<file path="src/rtl/pwm_pkg.sv">
// pwm_pkg: shared types, default parameters and command-to-duty decode for the PWM motor block.
package pwm_pkg;
  typedef logic signed [15:0] cmd_t;
  typedef logic [15:0] duty_t;
  localparam int DEF_CLK_DIV = 4;
  localparam int DEF_PERIOD = 1000;
  localparam int DEF_RAMP_STEP = 10;
  localparam cmd_t DEF_CMD_INIT = 16'sd100;
  // Widening to int before negation lets -32768 become 32768 before the clamp.
  function automatic duty_t target_duty(input cmd_t cmd, input int period);
    int mag;
    mag = (cmd < 0) ? -int'(cmd) : int'(cmd);
    return duty_t'((mag > period) ? period : mag);
  endfunction
endpackage

</file>
<file path="src/rtl/pwm_core.sv">
// pwm_core: prescaler, period counter, boundary-latched duty and registered comparator.
module pwm_core
  import pwm_pkg::*;
#(
  parameter int CLK_DIV = DEF_CLK_DIV,
  parameter int PERIOD = DEF_PERIOD
) (
  input  logic  clk_i,
  input  logic  rst_i,
  input  duty_t duty_i,
  input  duty_t rst_duty_i,
  output logic  start_o,
  output logic  spd_o
);
  localparam duty_t DIV_M1 = duty_t'(CLK_DIV - 1);
  localparam duty_t PER_M1 = duty_t'(PERIOD - 1);
  duty_t pre_q, pre_d, cnt_q, cnt_d, duty_q, duty_d;
  logic spd_q, spd_d, tick, wrap;
  always_comb begin
    tick = pre_q == DIV_M1;
    wrap = tick && cnt_q == PER_M1;
    pre_d = tick ? '0 : pre_q + 16'd1;
    cnt_d = wrap ? '0 : tick ? cnt_q + 16'd1 : cnt_q;
    duty_d = wrap ? duty_i : duty_q;
    spd_d = cnt_q < duty_q;
  end
  always_ff @(posedge clk_i) begin
    if (rst_i) begin
      pre_q <= '0;
      cnt_q <= '0;
      duty_q <= rst_duty_i;
      spd_q <= 1'b0;
    end else begin
      pre_q <= pre_d;
      cnt_q <= cnt_d;
      duty_q <= duty_d;
      spd_q <= spd_d;
    end
  end
  assign start_o = wrap;
  assign spd_o = spd_q;
endmodule

</file>
<file path="src/rtl/pwm_wrapper.sv">
// pwm_wrapper: decodes the fixed speed command into dir and duty for pwm_core.
// Define PWM_RAMP_EN to soft-start the duty from 0 in RAMP_STEP increments per period.
module pwm_wrapper
  import pwm_pkg::*;
#(
  parameter int CLK_DIV = DEF_CLK_DIV,
  parameter int PERIOD = DEF_PERIOD,
  parameter cmd_t CMD_INIT = DEF_CMD_INIT,
  parameter int RAMP_STEP = DEF_RAMP_STEP
) (
  input  logic CLK100MHZ,
  input  logic rst,
  output logic spd,
  output logic dir
);
  localparam duty_t TARGET = target_duty(CMD_INIT, PERIOD);
  logic start, dir_q;
  duty_t duty_next, duty_rst;
`ifdef PWM_RAMP_EN
  duty_t ramp_q, ramp_d;
  logic [16:0] sum;
  // The core latches ramp_d at the same boundary where ramp_q advances to it.
  always_comb begin
    sum = {1'b0, ramp_q} + 17'(RAMP_STEP);
    ramp_d = (sum > 17'(TARGET)) ? TARGET : sum[15:0];
  end
  always_ff @(posedge CLK100MHZ) ramp_q <= rst ? '0 : start ? ramp_d : ramp_q;
  assign duty_next = ramp_d;
  assign duty_rst = '0;
`else
  assign duty_next = TARGET;
  assign duty_rst = TARGET;
`endif
  // dir only ever reloads at reset or a period boundary, so it cannot glitch mid-period.
  always_ff @(posedge CLK100MHZ) dir_q <= (rst || start) ? CMD_INIT[15] : dir_q;
  pwm_core #(.CLK_DIV(CLK_DIV), .PERIOD(PERIOD)) u_core (
    .clk_i(CLK100MHZ),
    .rst_i(rst),
    .duty_i(duty_next),
    .rst_duty_i(duty_rst),
    .start_o(start),
    .spd_o(spd)
  );
  assign dir = dir_q;
endmodule

</file>
<file path="config.mk">
export PLATFORM = sky130hd
export DESIGN_NAME = pwm_wrapper
export DESIGN_NICKNAME = d
export VERILOG_FILES = /design/src/rtl/pwm_pkg.sv /design/src/rtl/pwm_core.sv /design/src/rtl/pwm_wrapper.sv
export SDC_FILE = /design/constraint.sdc
export NUM_CORES = 1
export LEC_CHECK = 0
export ABC_AREA = 1
export CORE_ASPECT_RATIO = 0.6
export CORE_MARGIN = 1.5
export CORE_UTILIZATION = 40
export CTS_CLUSTER_DIAMETER = 100
export CTS_CLUSTER_SIZE = 28
export DETAILED_ROUTE_END_ITERATION = 10
export PLACE_DENSITY = 0.59
export REMOVE_ABC_BUFFERS = 1
export SLEW_MARGIN = 20
export SYNTH_ARGS = -nofsm -noshare
export SYNTH_HDL_FRONTEND = slang
export SYNTH_HIERARCHICAL = 1
export SYNTH_SLANG_ARGS = --single-unit
</file>
<file path="constraint.sdc">
create_clock -name CLK100MHZ -period 4.2 [get_ports CLK100MHZ]
set_clock_uncertainty 0.1 [all_clocks]
set_input_delay 0.63 -clock CLK100MHZ [delete_from_list [all_inputs] [get_ports CLK100MHZ]]
set_output_delay 0.63 -clock CLK100MHZ [all_outputs]
set_load 0.05 [all_outputs]
</file>
== After elaboration in Yosys (flattened, before gate mapping) ==
Index checks and enable logic that the tools add are counted.

* Register bits: 33
* Bits of input ports: 2
* Output and inout port bits: 2
* Logic and storage cells: 11

* Add/subtract/negate cells: 2
* $lt $le $gt $ge: 1
* Equality and inequality tests: 2
* Reduce and logical (&&, ||, !) cells: 3

{| class="wikitable"
|+ Operators with widths
! operator !! count
|-
| $add 16x1->16 const B || 2
|-
| $eq 16x10->1 const B || 1
|-
| $eq 16x2->1 const B || 1
|-
| $lt 16x7->1 const B || 1
|-
| $reduce_or 2->1 || 2
|-
| $logic_and 1x1->1 || 1
|}

== Logic depth before layout (Yosys ltp) ==
* Word-level depth: 3
* Gate-level depth with buffers: 11
* Depth with buffers taken out: 10

== Modules after synthesis ==
The synthesis kept the hierarchy.

{| class="wikitable"
|+ Modules (own cells, without submodules)
! module !! instances !! cells an instance !! area an instance (µm²)
|-
| pwm_core || 1 || 444 || 3042.9
|-
| pwm_wrapper || 1 || 3 || 15.0
|}

== Least setup slack after synthesis ==
OpenSTA, ideal clock, no wires.

* Kind: in2reg
* Start point: input rst
* End point: register u_core/duty_q[0] (netlist name)
* Setup time: 306 ps
* Data arrival time: 1395 ps
* Path slack: 2398 ps
* Cell stages on the path: 4
* Path through: buf_2 -> clkinv_1 -> nand2_4 -> buf_8

{| class="wikitable"
|+ RTL lines
! item !! RTL line !! text
|-
| start, declared || pwm_wrapper.sv:12 || <nowiki>input logic rst,</nowiki>
|}

==> flow_metrics.tcl <==
set metrics [dict create \
    synthCells 436 \
    nNetsFinal 484 \
    drv_cap 0 \
    grt.total_usage_pct 18.28 \
    end_kind "flip-flop" \
    max-slew-margin-rel_pct 62.23 \
    drc 0 \
    utilization_pct 46.04 \
    leakage_uw 0.001544 \
    grt_pass1_wl_mm 11.36 \
    cts-buffers-inserted 5 \
    die_y_um 70.10 \
    rsz0062_at_grt "false" \
    drt_first_pass_iters 4 \
    diodes 0 \
    wl_per_cell_um 11.36 \
    via_per_inst 4.579 \
    min_path_cells 1 \
    power_density_nw_per_um2 313.3 \
    hold_buffers 0 \
    cp.required_ns 4.05 \
    route.vias.total 2610 \
    worstHoldPathType "flip-flop to flip-flop" \
    worstPathArrival_ns 2.66 \
    ant_nets 0 \
    start_kind "input port" \
    pre_cts_ws_ns 1.038 \
    grt_overflow_total 0 \
    dr.first_iter.drc_count 188 \
    rr_startpoint "u_core/pre_q[0]$_SDFF_PP0_" \
    cts.sinks 49 \
    min_to "u_core/pre_q[0]$_SDFF_PP0_" \
    min_from "u_core/pre_q[0]$_SDFF_PP0_" \
    initial_core_util_pct 41.31 \
    drive_gt1_share_pct 3.648 \
    cts_tree "yes" \
    grt_antenna_before_repair 0 \
    irDropWorstVdd_uv 136.9 \
    path_max_fanout 32 \
    path_class "input port to flip-flop" \
    fmax_mhz 355.0 \
    core_area_um2 7267 \
    status "finished clean" \
    rows 24 \
    dieArea_um2 8050 \
    postCtsResizedCells 0 \
    grt_max_degree 33 \
    clk_latency_ns 0.29 \
    post-route-min-period_ns 2.817 \
    io_buffer_count 2 \
    h-tree-depth 2 \
    ff2ff_setup_slack_ns 2.09 \
    finalHoldViolations 0 \
    period_share_pct 67.07 \
    setup_viol 0 \
    dpl.hpwl_mm 4.858 \
    syn2layout_area_growth_pct 11.46 \
    finalMaxSlewViolations 0 \
    fin_setup_tns_ns 0 \
    worst_pin_slew_ns 0.5631 \
    synth_warnings 6 \
    cts-root-buf "clkbuf_16" \
    ios 4 \
    worst_setup_hold_path_clk_slew_ns 0.06 \
    syn_avg_cell_area_um2 6.884 \
    gp_congestion 0.8502 \
    grt_pass1_vias 2371 \
    die_w_um 114.8 \
    reg2reg_depth 7 \
    syn_area_um2 3002 \
    timing.final.ws_setup_ns 1.383 \
    cts_buffer_depth 2 \
    postCtsSetupRepairBufs 0 \
    routed_wl_mm 6.475 \
    worstReg2RegEnd "u_core/duty_q[0]$_DFFE_PP_" \
]
## layout by cell type (no fill, tap or decap), types with 3 or more instances in the layout
cell type	count
a21oi_1	27
clkbuf_16	5
conb_1	33
dfxtp_1	33
edfxtp_1	16
ha_1	17
inv_1	54
nand2_1	157
nand3_1	21
nand4_1	15
nor2_1	51
nor3_1	7
o21ai_0	3
xor2_1	5
## worst max path at each step
stage | end | depth (start not counted) | slack [ns] | from
floorplan | u_core/duty_q[0]$_DFFE_PP_ | 2 | 2.41 | rst
global placement | u_core/duty_q[13]$_DFFE_PP_ | 3 | 1.14 | rst
detailed placement | u_core/duty_q[14]$_DFFE_PP_ | 3 | 1.04 | rst
CTS | u_core/duty_q[4]$_DFFE_PP_ | 3 | 1.35 | rst
global route | u_core/duty_q[0]$_DFFE_PP_ | 3 | 1.14 | rst
finish | u_core/duty_q[0]$_DFFE_PP_ | 3 | 1.38 | rst
## layer usage
metal / global-route usage [%] / up-vias / share of wire, %
li1: - / 1397 / -
met1: 28.82 / 1174 / 59
met4: 4.938 / 0 / 1.0
met5: 0 / - / 0
met3: 5.208 / 6 / 4.3
met2: 23.69 / 33 / 36
## sequential cells by signal, summed over array words and instances, names as in the netlist
| name | flops |
|---|---|
| u_core/cnt_q | 16 |
| u_core/duty_q | 16 |
| u_core/spd_o | 1 |
| u_core/pre_q | 16 |
## worst max-delay path, stage by stage
cell	delay [ns]
clkdlybuf4s50_1	0.83
clkinv_1	0.64
nand2_4	0.56
## area by class of cell
type / instances / area [um2]
fill: 758 / 3921
inverter: 57 / 214.0
clock inverter: 2 / 35.03
clock buffer: 6 / 128.9
multi-input combinational: 350 / 1677
tap: 104 / 130.1
sequential: 49 / 1141
timing repair buffer: 2 / 20.02
## stage by stage
| step | std cells | cell area, um2 | hold slack (ns) | power [uW] |
|---|---|---|---|---|
| after floorplan | 456 | 3032 | 0.3176 | 578.7 |
| after CTS | 570 | 3346 | 0.3526 | 1055 |
| after global routing | 570 | 3346 | 0.3747 | 1098 |
| final | 570 | 3346 | 0.3495 | 1048 |
| after detailed placement | 562 | 3182 | 0.3378 | 598.9 |
| after global placement | 562 | 3182 | 0.3273 | 596.2 |
## power by group
part           internal [uW]  switching, uW  total, uW
Sequential               507           6.79        514
Clock                    280            177        458
Combinational           21.6           55.1       76.7
Note: power is estimated with default switching activity, not from simulation.
